**src/rtl/jt900h_ramwr_pkg.sv**
```systemverilog
// Shared jt900h width encoding and the state type for the RAM write sequencer.
// jt900h_ramctl callers use the same width codes.
package jt900h_ramwr_pkg;

  typedef enum logic [1:0] {
    W_BYTE = 2'b00,
    W_WORD = 2'b01,
    W_LONG = 2'b10
  } width_t;

  typedef enum logic [1:0] {
    ST_IDLE = 2'b00,
    ST_BEAT = 2'b01,
    ST_DONE = 2'b10
  } ramwr_state_t;

  // Byte-enable mask of a request before alignment; code 11 is a long, like 10.
  function automatic logic [3:0] width_mask(input logic [1:0] w);
    case (w)
      W_BYTE:  width_mask = 4'b0001;
      W_WORD:  width_mask = 4'b0011;
      default: width_mask = 4'b1111;
    endcase
  endfunction

endpackage

```
**src/rtl/jt900h_ramwr.sv**
```systemverilog
// Splits a byte/word/long write at any alignment into 16-bit bus beats,
// steering bytes into lanes with a byte shift register and a pending-byte mask.
module jt900h_ramwr
  import jt900h_ramwr_pkg::*;
(
  input  logic        clk,
  input  logic        rst,
  input  logic        cen,
  input  logic        req,
  input  logic [23:0] req_addr,
  input  logic [31:0] req_din,
  input  logic [1:0]  req_w,
  output logic        busy,
  output logic        done,
  output logic [23:0] ram_addr,
  output logic [15:0] ram_din,
  output logic [1:0]  ram_be,
  output logic        ram_we,
  input  logic        ram_wait
);

  ramwr_state_t state;
  logic [31:0]  sh;
  logic [3:0]   pend;
  logic [3:0]   req_mask;

  assign req_mask = width_mask(req_w);

  // The first beat is prepared at acceptance; an odd start puts byte 0 in the
  // odd lane, after which every following beat is halfword aligned.
  always_ff @(posedge clk or posedge rst) begin
    if (rst) begin
      state    <= ST_IDLE;
      busy     <= 1'b0;
      done     <= 1'b0;
      ram_we   <= 1'b0;
      ram_be   <= 2'b00;
      ram_addr <= 24'h000000;
      ram_din  <= 16'h0000;
      sh       <= 32'h0;
      pend     <= 4'h0;
    end else if (cen) begin
      case (state)
        ST_IDLE: begin
          done <= 1'b0;
          if (req) begin
            state    <= ST_BEAT;
            busy     <= 1'b1;
            ram_we   <= 1'b1;
            ram_addr <= {req_addr[23:1], 1'b0};
            if (req_addr[0]) begin
              ram_be  <= {req_mask[0], 1'b0};
              ram_din <= {req_din[7:0], 8'h00};
              sh      <= {8'h00, req_din[31:8]};
              pend    <= {1'b0, req_mask[3:1]};
            end else begin
              ram_be  <= req_mask[1:0];
              ram_din <= {req_din[15:8] & {8{req_mask[1]}}, req_din[7:0]};
              sh      <= {16'h0000, req_din[31:16]};
              pend    <= {2'b00, req_mask[3:2]};
            end
          end
        end
        ST_BEAT: begin
          if (!ram_wait) begin
            if (pend == 4'h0) begin
              state   <= ST_DONE;
              ram_we  <= 1'b0;
              done    <= 1'b1;
              ram_be  <= 2'b00;
              ram_din <= 16'h0000;
            end else begin
              ram_addr <= ram_addr + 24'd2;
              ram_be   <= pend[1:0];
              ram_din  <= {sh[15:8] & {8{pend[1]}}, sh[7:0] & {8{pend[0]}}};
              sh       <= sh >> 16;
              pend     <= pend >> 2;
            end
          end
        end
        ST_DONE: begin
          state <= ST_IDLE;
          done  <= 1'b0;
          busy  <= 1'b0;
        end
        default: begin
          state  <= ST_IDLE;
          busy   <= 1'b0;
          done   <= 1'b0;
          ram_we <= 1'b0;
        end
      endcase
    end
  end

endmodule

```
**config.mk**
```make
export PLATFORM = sky130hd
export DESIGN_NAME = jt900h_ramwr
export DESIGN_NICKNAME = d
export VERILOG_FILES = /design/src/rtl/jt900h_ramwr_pkg.sv /design/src/rtl/jt900h_ramwr.sv
export SDC_FILE = /design/constraint.sdc
export NUM_CORES = 1
export LEC_CHECK = 0
export CORE_UTILIZATION = 43
export DETAILED_ROUTE_END_ITERATION = 8
export PLACE_DENSITY_LB_ADDON = 0.3
export SLEW_MARGIN = 20
export SYNTH_ARGS = -nofsm -noshare
export SYNTH_HDL_FRONTEND = slang
export SYNTH_SLANG_ARGS = --single-unit
export TNS_END_PERCENT = 30
```
**constraint.sdc**
```tcl
create_clock -name clk -period 3 [get_ports clk]
set_clock_uncertainty 0.15 [all_clocks]
set_input_delay 0.6 -clock clk [delete_from_list [all_inputs] [get_ports clk]]
set_output_delay 0.6 -clock clk [all_outputs]
set_load 0.05 [all_outputs]
```
---- After elaboration in Yosys (flattened, before gate mapping) ----
Cells that the tools add are included.
operators by class
  add/sub/neg operators ................... 1
  multiply operators ...................... 0
  div/mod/pow operators ................... 0
  order comparisons ....................... 0
  equal/unequal tests ..................... 7
  shifts and indexed selects .............. 0
  multiplexer cells ....................... 37
  bitwise logic cells ..................... 5
  reductions and logical operators ........ 10
operators with widths
  kind                                                                    count
  24-bit 2-to-1 mux                                                       4
  32-bit 2-to-1 mux                                                       3
  16-bit 2-to-1 mux                                                       4
  32-bit one-hot mux with 2 select lines                                  1
  24-bit one-hot mux with 2 select lines                                  1
  16-bit one-hot mux with 2 select lines                                  1
  24-bit by 2-bit adder with 24-bit output (second input constant)        1
  8-bit bitwise AND                                                       3
  4-bit one-hot mux with 2 select lines                                   2
  2-bit 2-to-1 mux                                                        7
  4-bit 2-to-1 mux                                                        3
  5-bit AND reduction                                                     2
  2-bit != test (second input constant)                                   4
  2-bit one-hot mux with 2 select lines                                   2
  4-bit AND reduction                                                     2
  1-bit 2-to-1 mux                                                        6
  3-bit AND reduction                                                     2
  2-bit by 1-bit equality test with 1-bit output (second input constant)  2
  2-bit logical NOT                                                       2
  4-bit logical NOT                                                       1
  3-bit 2-to-1 mux                                                        1
  1-bit one-hot mux with 3 select lines                                   1
  2-bit equality test (second input constant)                             1
  1-bit inverter                                                          2
  2 further kinds                                                         2
storage, ports and cells
  bits in registers ....................... 83
  bits in latches ......................... 0
  bits in writable memories ............... 0
  ROM bits ................................ 0
  bits of input ports ..................... 63
  output and inout bits ................... 45
  logic and storage cells ................. 69
  memories kept ........................... 0

---- Depth between registers and ports, before layout ----
Gate-level depths: netlist of the first run.
  depth after elaboration ................. 6
  mapped depth ............................ 8
  mapped depth without buffers ............ 5

---- Worst setup path after synthesis of the first run ----
OpenSTA, ideal clock, no wires.
  path kind ............................... flip-flop to flip-flop
  start ................................... register ram_addr[1]
  end ..................................... register ram_addr[17]
  setup time .............................. 0.070 ns
  data arrival time ....................... 2.060 ns
  data required time ...................... 2.780 ns
  path slack .............................. 0.721 ns
  stages on the path, launching flop included .. 7
  path buffers ............................ 1
  period minus slack after synthesis ...... 2.279 ns
  path through ............................ dfrtp_1 > ha_1 > and4_1 > buf_2 > nand4_1 > or4b_1 > nand3_1
on the way
  longest elaborated chain between the ends .. 4
ends and longest elaborated chain
  what                                      RTL line            RTL
  from (decl)                               jt900h_ramwr.sv:15  output logic [23:0] ram_addr,
  from (signal assigned)                    jt900h_ramwr.sv:50  ram_addr <= {req_addr[23:1], 1'b0};
  from (signal assigned)                    jt900h_ramwr.sv:73  ram_addr <= ram_addr + 24'd2;
  24-bit by 2-bit adder with 24-bit output  jt900h_ramwr.sv:73
  24-bit 2-to-1 mux                         jt900h_ramwr.sv:66  if (pend == 4'h0) begin
  24-bit 2-to-1 mux                         jt900h_ramwr.sv:65  if (!ram_wait) begin
  24-bit one-hot mux with 2 select lines    jt900h_ramwr.sv:43  case (state)
No other way between the ends. The select of a mux whose other input is x is not followed.
A chain may end at the register's enable or synchronous reset.

---- Worst setup path after layout of the first run ----
  start ................................... register ram_addr[5]
  end ..................................... output ram_addr[5]
No word-level cell between the ends.

==> metrics.md, run 1 <==
| Metric | Value |
|---|---|
| Tmin final | `2500 ps` |
| FF-to-FF path depth | `5` |
| FF-to-FF End | `ram_addr[17]$_DFFE_PP0P_` |
| Initial antenna violation count | `0` |
| Crit. End Element | `primary output` |
| Netlist cell types | `50` |
| Initial core utilization | `44.7%` |
| Share of layout cells above drive strength 1 | `6.26%` |
| Reg-to-reg startpoint | `ram_addr[1]$_DFFE_PP0P_` |
| Endpoints failing setup | `0` |
| CTS tree | `yes` |
| Slowest cell on the critical path | `clkdlybuf4s50_1` |
| Final slew viol count | `0` |
| Max-cap violations | `0` |
| Crit-path cells | `clkdlybuf4s50_1` |
| Top FF cell, synth | `dfrtp_1` |
| Grt ovf | `0` |
| Critical path class | `flip-flop to primary output` |
| Routed WL | `11.3 mm` |
| FP Rows | `35` |
| Post-DP HPWL | `8.11 mm` |
| Worst Setup EP | `ram_addr[5]` |
| Number of stages on the worst setup path | `1` |
| H-Tree Depth | `3` |
| Path category of the worst min-delay check | `flip-flop to flip-flop` |
| GRT Total Usage | `23.1%` |
| Clock tree root buffer cell | `clkbuf_8` |
| Vias/cell | `5.74` |
| DIE HEIGHT | `101 microns` |
| Largest net degree at the start of global routing | `46` |
| Clock sinks | `73` |
| Fillers | `837` |
| RSZ-0062 raised after global routing | `false` |
| Delay-heaviest family, CP | `buffers and inverters` |
| Residual DRC | `0` |
| Syn_area_per_cell | `8.57 sq um` |
| Worst slew margin | `56.3%` |
| Async set-or-reset flop fraction in the synthesized netlist | `100%` |
| Hold Worst Slack | `325 ps` |
| PD cells | `1080 mW/mm^2` |
| First-pass GRT wire length | `18.0 mm` |
| Synthesized Nets | `551` |
| Ys Warns | `0` |
| Clk buf depth | `2` |
| DRT iter0 DRCs | `276` |
| Worst EP arrival | `1750 ps` |
| Core area | `0.00933 sq mm` |
| Cell count after synthesis | `487` |
| Post-DRT Antenna Nets | `0` |
| Worst setup startpoint | `ram_addr[5]$_DFFE_PP0P_` |
| Die X-Extent | `101 microns` |
| CP Launch Type | `flip-flop` |
| Worst path max stage delay | `870 ps` |
| Leakage Power | `2.31 nW` |
| Total CTS buffers | `9` |
| Input/output buffers | `106` |
| Register-to-register setup slack | `760 ps` |
| Slew @ Worst Pin | `654 ps` |
| Synth-to-layout area growth | `31.6%` |
| ANT cells | `0` |
| DRT Pass-1 Iters | `4` |
| Peak VDD IR | `0.000596 V` |
| Post-CTS Setup Repair Bufs | `0` |
| Outcome | `finished, final reports clean` |
| Achievable Freq | `399 MHz` |
| CP max FO | `11` |
| Die ar. | `0.0101 sq mm` |
| Post-synth EDFFs | `0` |
| Vias | `4043` |
| Register bit total from synthesis | `73` |
| GPL Wtd Cong | `0.887` |
| Syn Std Cell Area | `0.00417 sq mm` |
| Post-CTS Resized | `0` |
| Vias in the first global route | `3569` |
| Ports | `108` |
| Final Net Count | `634` |
| Setup TNS | `0 ps` |
| Utilization after layout | `58.9%` |
| Drt wl/cell | `16.0 microns` |
| Seq/Total Area, Yosys | `43.8%` |
| # hold bufs at CTS | `0` |
| Worst Path Buf+Inv | `1` |
| Clk slew on worst S/H paths | `80 ps` |
| Required time of the critical path | `2250 ps` |
| Final Cycle Share | `83.5%` |
| Worst-skew pair later-pin latency | `350 ps` |
| Hold Vio Cnt, Final | `0` |
[sequential cells by signal, indices dropped and copies added, names as in the netlist]
signal    flops
sh           24
ram_addr     23
ram_din      16
pend          3
ram_be        2
state         2
busy          1
done          1
ram_we        1
[per-layer routing]
| layer | share of wire, % | global-route usage, % | up-vias | wire [microns] |
|---|---|---|---|---|
| met4 | 2.2 | 8.70 | 0 | 250 |
| met5 | 0 | 0 | - | 0 |
| met2 | 46 | 34.2 | 142 | 5180 |
| met1 | 46 | 33.4 | 1939 | 5250 |
| li1 | - | - | 1938 | - |
| met3 | 5.5 | 4.37 | 24 | 617 |
[stage by stage]
stage               instance area [sq um]  power, W  setup slack [ps]  cells
floorplan                            4170   0.00415               397    487
global placement                     5310   0.00507               287    688
detailed placement                   5310   0.00516               283    688
CTS                                  5490   0.00592               480    704
global route                         5490   0.00629               431    704
finish                               5490   0.00591               495    704
[report_power, final]
group / internal [W] / leakage (nW) / switching [W]
logic: 0.00116 / 1.28 / 0.00212
registers: 0.00140 / 0.925 / 0.000472
clock network: 0.000380 / 0.0998 / 0.000380
total: 0.00294 / 2.31 / 0.00298
[synth_stat cells (2+ instances only)]
library cell	instances	area [sq um]
and3_1	12	75.1
and2_0	2	12.5
nand4_1	12	75.1
buf_2	16	80.1
o31ai_1	9	67.6
a311oi_1	5	43.8
a21oi_1	35	175
nand2b_1	6	37.5
and4_1	6	52.6
a32oi_1	2	17.5
o22ai_1	5	31.3
dfrtp_1	73	1830
a31oi_1	4	25.0
nor2_1	24	90.1
buf_6	3	33.8
a2bb2oi_1	5	43.8
mux2i_1	23	230
or4_1	3	22.5
and2_1	4	25.0
nor4_1	6	37.5
a41oi_1	2	17.5
inv_1	7	26.3
clkbuf_1	24	90.1
o22a_1	3	26.3
nand3_1	22	110
o21ai_0	55	275
nand2_1	81	304
a22oi_1	9	67.6
nor3_1	6	30.0
a21o_1	3	22.5
[layout by cell type (no fill, tap or decap), types with 4 or more instances in the layout]
master	n
clkbuf_8	9
and3_1	12
buf_4	7
a22oi_1	9
and2_1	4
o22ai_1	5
and4_1	6
o21ai_0	55
nand4_1	12
nor3_1	6
o31ai_1	9
mux2i_1	23
clkdlybuf4s50_1	106
inv_1	6
clkinv_2	4
nand2b_1	6
a2bb2oi_1	5
dfrtp_1	73
a31oi_1	4
a21oi_1	35
a311oi_1	5
nor2_1	24
nand2_1	81
nor4_1	6
nand3_1	22
[final cells by class]
| type | count | area [sq um] | area share [%] |
|---|---|---|---|
| clock buffer | 10 | 128 | 2.32 |
| clock inverter | 6 | 58.8 | 1.07 |
| inverter | 7 | 26.3 | 0.478 |
| multi-input combinational | 363 | 2120 | 38.6 |
| sequential | 73 | 1830 | 33.3 |
| tap | 129 | 161 | 2.94 |
| timing repair buffer | 116 | 1170 | 21.4 |
[worst min path at each step]
stage	from	to	slack (ps)	cells after the start
5_1_grt	ram_din[6]$_DFFE_PP0P_	ram_din[6]$_DFFE_PP0P_	350	2
6_report	sh[22]$_DFFE_PP0P_	sh[22]$_DFFE_PP0P_	330	2
3_5_place_dp	sh[19]$_DFFE_PP0P_	sh[19]$_DFFE_PP0P_	310	2
4_1_cts	sh[19]$_DFFE_PP0P_	sh[19]$_DFFE_PP0P_	330	2
3_3_place_gp	sh[21]$_DFFE_PP0P_	sh[21]$_DFFE_PP0P_	300	2
2_1_floorplan	sh[16]$_DFFE_PP0P_	sh[16]$_DFFE_PP0P_	290	2
[kinds of logic after synthesis]
group	share of synthesized area, %
muxes	5.52
and+or+nand+nor	22.6
other	0.0898
AOI/OAI and AO/OA	22.1
DFF	43.8
adders and majority gates	0.300
buffers and inverters	5.70
(Power assumes the default switching activity.)
==> run 2: changes to the inputs <==
- clock period: 3 -> 2.2 ns (I/O delays scaled with it)
==> metrics.md, run 2 (synthesized netlist as in run 1, its figures left out) <==
| Metric | Value |
|---|---|
| Outcome | `finished, final reports clean` |
| Worst-skew pair later-pin latency | `350 ps (about the same)` |
| Setup TNS | `0 ps (unchanged)` |
| NetSw | `0.00418 W (+41%)` |
| PD cells | `1500 mW/mm^2 (+39%)` |
| CP Launch Type | `flip-flop` |
| # hold bufs at CTS | `0 (unchanged)` |
| Total CTS buffers | `9 (unchanged)` |
| Drt wl/cell | `15.8 microns (-1.6%)` |
| Final cell count without fillers | `719 (+2.1%)` |
| GPL Wtd Cong | `0.890 (+0.34%)` |
| Hold Vio Cnt, Final | `0 (unchanged)` |
| Max reg flops | `24 (unchanged)` |
| Initial core utilization | `44.7% (unchanged)` |
| First-pass GRT wire length | `18.3 mm (+1.9%)` |
| Path category of the worst min-delay check | `flip-flop to flip-flop` |
| # placed instances | `703 (+2.2%)` |
| Final Cycle Share | `95.5%` |
| Slew @ Worst Pin | `572 ps (-82.5 ps)` |
| Final slew viol count | `0 (unchanged)` |
| CTS tree | `yes` |
| Switching Share | `49.3% (-1.0 points)` |
| Grt ovf | `0 (unchanged)` |
| Post-CTS Resized | `5 (+5)` |
| Clock power frac | `13.8% (+0.9 points)` |
| Final Power | `0.00849 W (+44%)` |
| WL met1 | `5.32 mm (+1.4%)` |
| FF-to-FF End | `ram_addr[3]$_DFFE_PP0P_` |
| Worst path max stage delay | `800 ps (-70 ps)` |
| Commonest non-fill, non-tap cell in the layout | `clkdlybuf4s50_1` |
| Cell Int Power | `0.00431 W (+47%)` |
| Routed WL | `11.4 mm (+0.48%)` |
| Share of layout cells above drive strength 1 | `10.8% (+4.6 points)` |
| Post-DRT Antenna Nets | `0 (unchanged)` |
| Largest regs | `sh (24), ram_addr (23), ram_din (16)` |
| Input/output buffers | `106 (unchanged)` |
| Die ar. | `0.0101 sq mm (unchanged)` |
| Clk slew on worst S/H paths | `70 ps (about the same)` |
| Final Net Count | `649 (+2.4%)` |
| Post-CTS Setup Repair Bufs | `0 (unchanged)` |
| Achievable Freq | `476 MHz` |
| Reg-to-reg startpoint | `state[0]$_DFFE_PP0P_` |
| Comb pwr share | `56.2% (+0.7 points)` |
| Utilization after layout | `60.8% (+1.9 points)` |
| FF-to-FF path depth | `5 (unchanged)` |
| DRT iter0 DRCs | `222 (-20%)` |
| Critical path class | `flip-flop to primary output` |
| ANT cells | `0 (unchanged)` |
| Peak VDD IR | `0.00110 V (+85%)` |
| Endpoints failing setup | `0 (unchanged)` |
| Sequential share of power | `30.0% (-1.6 points)` |
| Top sig layer | `met4` |
| Worst slew margin | `61.8% (+5.4 points)` |
| Routed wl met3 | `620 microns (+0.49%)` |
| Clock sinks | `73 (unchanged)` |
| Commonest non-fill, non-tap cells in the layout | `clkdlybuf4s50_1 (83), nand2_1 (81), dfrtp_1 (73)` |
| Clock tree root buffer cell | `clkbuf_8` |
| Slowest cell on the critical path | `clkdlybuf4s50_1` |
| Delay-heaviest family, CP | `buffers and inverters` |
| Register-to-register setup slack | `210 ps (-550 ps)` |
| Required time of the critical path | `1610 ps (-640 ps)` |
| Synth-to-layout area growth | `35.8%` |
| Vias/cell | `5.63 (-1.9%)` |
| Post-DP HPWL | `8.14 mm (+0.33%)` |
| Die X-Extent | `101 microns (unchanged)` |
| FP Rows | `35 (unchanged)` |
| Post-placement cell area | `0.00544 sq mm (+2.5%)` |
| Metal2 WL | `5.24 mm (+1.3%)` |
| WHS Endpoint | `ram_din[3]$_DFFE_PP0P_` |
| Clk buf depth | `2 (unchanged)` |
| Worst EP arrival | `1510 ps (-240 ps)` |
| Residual DRC | `0 (unchanged)` |
| H-Tree Depth | `3 (unchanged)` |
| Vias in the first global route | `3636 (+1.9%)` |
| Largest reg by FF count | `sh` |
| Crit-path cells | `clkdlybuf4s50_1` |
| Worst Path Buf+Inv | `1 (unchanged)` |
| Vias | `4050 (+0.17%)` |
| DRT Pass-1 Iters | `5 (+1)` |
| GRT Total Usage | `23.3% (+0.23 points)` |
| DIE HEIGHT | `101 microns (unchanged)` |
| Tmin final | `2100 ps` |
| Hold Path Stages | `2 (unchanged)` |
| Core area | `0.00933 sq mm (unchanged)` |
| Ports | `108 (unchanged)` |
| Initial antenna violation count | `0 (unchanged)` |
| RSZ-0062 raised after global routing | `false` |
| Largest net degree at the start of global routing | `74 (+61%)` |
| Crit. End Element | `primary output` |
| Worst hold start | `ram_din[3]$_DFFE_PP0P_` |
| Design area | `0.00567 sq mm (+3.2%)` |
| Fillers | `842 (+0.60%)` |
| Max-cap violations | `0 (unchanged)` |
| Leakage Power | `2.48 nW (+7.6%)` |
| CP max FO | `3 (-8)` |
-- run 2: changes by cell type in the layout (fill, tap and decap cells not counted) --
cell	change
buf_4	+24
clkdlybuf4s50_1	-23
dlygate4sd2_1	+5
dlymetal6s2s_1	+5
buf_12	+4
clkinv_2	-2
bufinv_16	+1
clkbuf_8	+1
clkinvlp_4	+1
inv_2	-1
-- run 2: power by group through the flow --
stage               Clock (W)  Combinational (W)  Sequential [W]
floorplan                   0            0.00207         0.00359
detailed placement          0            0.00480         0.00256
global route          0.00126            0.00515         0.00264
finish                0.00117            0.00477         0.00255
global placement            0            0.00469         0.00253
CTS                   0.00120            0.00478         0.00254
-- run 2: per-layer routing --
layer	up-vias	GRT usage [%]
met2	126	35.0
met5	-	0
met4	0	7.92
met1	1941	33.8
met3	14	4.30
li1	1969	-
-- run 2: layout make-up --
class | instances | area (sq um) | share of cell area, %
inverter | 7 | 30.0 | 0.530
clock inverter | 5 | 78.8 | 1.39
clock buffer | 11 | 141 | 2.50
tap | 129 | 161 | 2.85
timing repair buffer | 131 | 1310 | 23.1
multi-input combinational | 363 | 2120 | 37.4
sequential | 73 | 1830 | 32.2
-- run 2: how the worst max path moves through the flow --
stage,endpoint,cells past startpoint,from
after floorplan,ram_addr[17]$_DFFE_PP0P_,6,ram_addr[1]$_DFFE_PP0P_
after global placement,ram_addr[3]$_DFFE_PP0P_,6,ram_wait
after detailed placement,ram_addr[3]$_DFFE_PP0P_,6,ram_wait
after CTS,ram_addr[19],1,ram_addr[19]$_DFFE_PP0P_
after global routing,ram_din[13],1,ram_din[13]$_DFFE_PP0P_
final,ram_we,1,ram_we$_DFFE_PP0P_
-- run 2: metrics by stage --
step           setup WS [ps]  hold WS, ps
2_1_floorplan          -79.4          289
3_3_place_gp            -187          299
3_5_place_dp            -212          310
4_1_cts                 2.78          328
5_1_grt                 34.3          361
6_report                99.8          328
==> run 3: changes to the inputs <==
- CORE_UTILIZATION: 43 -> 35
==> metrics.md, run 3 (synthesized netlist as in run 1, its figures left out) <==
| Metric | Value |
|---|---|
| Share of layout cells above drive strength 1 | `11.8% (+0.92 points)` |
| Slowest cell on the critical path | `clkdlybuf4s50_1` |
| Worst Path Buf+Inv | `1 (unchanged)` |
| Post-DRT Antenna Nets | `0 (unchanged)` |
| Slew @ Worst Pin | `566 ps (-5.38 ps)` |
| Residual DRC | `12 (+12)` |
| Final slew viol count | `0 (unchanged)` |
| Worst path max stage delay | `830 ps (+30 ps)` |
| Hold Path Stages | `2 (unchanged)` |
| Vias | `4071 (+0.52%)` |
| DIE HEIGHT | `111 microns (+11%)` |
| Clk slew on worst S/H paths | `60 ps (about the same)` |
| PD cells | `1540 mW/mm^2 (+2.8%)` |
| Outcome | `finished, violations left` |
| Register-to-register setup slack | `210 ps (about the same)` |
| Final Net Count | `654 (+0.77%)` |
| First-pass GRT wire length | `19.3 mm (+5.4%)` |
| Grt ovf | `0 (unchanged)` |
| FF-to-FF path depth | `4 (-1)` |
| Fillers | `1078 (+28%)` |
| Commonest non-fill, non-tap cell in the layout | `clkdlybuf4s50_1` |
| Routed WL | `11.6 mm (+2.4%)` |
| DP Worst Slack | `-150 ps (+62.4 ps)` |
| Delay-heaviest family, CP | `buffers and inverters` |
| Vias/cell | `5.52 (-2.1%)` |
| Crit. End Element | `primary output` |
| Endpoints failing setup | `0 (unchanged)` |
| Post-DP HPWL | `8.45 mm (+3.8%)` |
| Synth-to-layout area growth | `39.4%` |
| Worst EP arrival | `1590 ps (+80 ps)` |
| H-Tree Depth | `3 (unchanged)` |
| Post-placement cell area | `0.00550 sq mm (+1.0%)` |
| DRT Pass-1 Iters | `7 (+2)` |
| Ports | `108 (unchanged)` |
| Largest net degree at the start of global routing | `74 (unchanged)` |
| CP max FO | `5 (+2)` |
| WHS Endpoint | `sh[22]$_DFFE_PP0P_` |
| Clk buf depth | `2 (unchanged)` |
| CP Launch Type | `flip-flop` |
| Commonest non-fill, non-tap cells in the layout | `clkdlybuf4s50_1 (88), nand2_1 (81), dfrtp_1 (73)` |
| Crit-path cells | `clkdlybuf4s50_1` |
| Violated checks | `design-rule violations` |
| Largest reg by FF count | `sh` |
| Post-route setup slack | `22.4 ps (-77.4 ps)` |
| Max reg flops | `24 (unchanged)` |
| RSZ-0062 raised after global routing | `false` |
| Clock sinks | `73 (unchanged)` |
| Clock tree root buffer cell | `clkbuf_16` |
| GRT Total Usage | `19.5% (-3.8 points)` |
| Worst-skew pair later-pin latency | `330 ps (-20 ps)` |
| Input/output buffers | `106 (unchanged)` |
| FF-to-FF End | `ram_addr[17]$_DFFE_PP0P_` |
| Largest regs | `sh (24), ram_addr (23), ram_din (16)` |
| Leakage Power | `2.51 nW (+1.1%)` |
| FP Rows | `39 (+11%)` |
| Die ar. | `0.0124 sq mm (+22%)` |
| Design area | `0.00582 sq mm (+2.6%)` |
| Worst slew margin | `62.1% (+0.36 points)` |
| # hold bufs at CTS | `0 (unchanged)` |
| CTS tree | `yes` |
| DRT iter0 DRCs | `357 (+61%)` |
| Worst hold start | `sh[22]$_DFFE_PP0P_` |
| Hold Vio Cnt, Final | `0 (unchanged)` |
| Max-cap violations | `0 (unchanged)` |
| Achievable Freq | `459 MHz (-3.6%)` |
| Critical path class | `flip-flop to primary output` |
| Drt wl/cell | `15.7 microns (-0.28%)` |
| ANT cells | `0 (unchanged)` |
| Path category of the worst min-delay check | `flip-flop to flip-flop` |
| GPL Wtd Cong | `0.862 (-3.1%)` |
| Tmin final | `2180 ps (+77.4 ps)` |
| Reg-to-reg startpoint | `ram_addr[9]$_DFFE_PP0P_` |
| Die X-Extent | `111 microns (+11%)` |
| Final Cycle Share | `99.0% (+3.5 points)` |
| Total CTS buffers | `9 (unchanged)` |
| Initial antenna violation count | `0 (unchanged)` |
| Required time of the critical path | `1610 ps (about the same)` |
| Vias in the first global route | `3809 (+4.8%)` |
| Post-CTS Setup Repair Bufs | `0 (unchanged)` |
| Core area | `0.0115 sq mm (+23%)` |
| Initial core utilization | `36.2% (-8.5 points)` |
| Peak VDD IR | `0.000707 V (-36%)` |
[run 3: metal layers]
layer	vias up	wire [microns]	GRT usage (%)
met5	-	0	0
met4	0	209	8.29
met3	15	550	3.34
met2	122	5360	30.1
met1	1960	5490	26.8
li1	1974	-	-
[run 3: power breakdown]
group	leakage (nW)	total (W)	internal (W)	switching, W
Clock	0.155	0.00156	0.000992	0.000564
Sequential	0.925	0.00255	0.00193	0.000624
Combinational	1.43	0.00485	0.00178	0.00308
Total	2.51	0.00896	0.00470	0.00426
[run 3: repair_timing]
item,4_1_cts,5_1_grt
cloned,0,0
resized for setup,3,2
pin swaps,0,0
endpoints found under the setup margin,3,2
[run 3: worst max-delay path by stage]
stage                                        start                  endpoint  slack [ps]  cells after the start
after floorplan            ram_addr[1]$_DFFE_PP0P_  ram_addr[17]$_DFFE_PP0P_         -80                      6
after global placement                    ram_wait  ram_addr[17]$_DFFE_PP0P_        -160                      5
after detailed placement                  ram_wait  ram_addr[17]$_DFFE_PP0P_        -150                      5
after CTS                  ram_addr[8]$_DFFE_PP0P_               ram_addr[8]           4                      1
after global routing      ram_addr[16]$_DFFE_PP0P_              ram_addr[16]           5                      1
final                     ram_addr[16]$_DFFE_PP0P_              ram_addr[16]          20                      1
[run 3: stage by stage]
stage          util (%)  total power [W]  TNS, ps  instances  hold slack, ps
2_1_floorplan         -          0.00565    -79.4        487             289
3_3_place_gp       47.7          0.00734    -2850        722             299
3_5_place_dp       47.7          0.00744    -3300        722             310
4_1_cts            50.5          0.00901        0        738             324
5_1_grt            50.5          0.00951        0        738             349
6_report           50.5          0.00896        0        738             323
[run 3: layout make-up]
| class | count | area [sq um] | area share [%] |
|---|---|---|---|
| Clock buffer | 9 | 225 | 3.87 |
| Tap cell | 143 | 179 | 3.08 |
| Multi-Input combinational cell | 363 | 2120 | 36.4 |
| Sequential cell | 73 | 1830 | 31.4 |
| Clock inverter | 7 | 95.1 | 1.63 |
| Inverter | 7 | 30.0 | 0.516 |
| Timing Repair Buffer | 136 | 1340 | 23.1 |
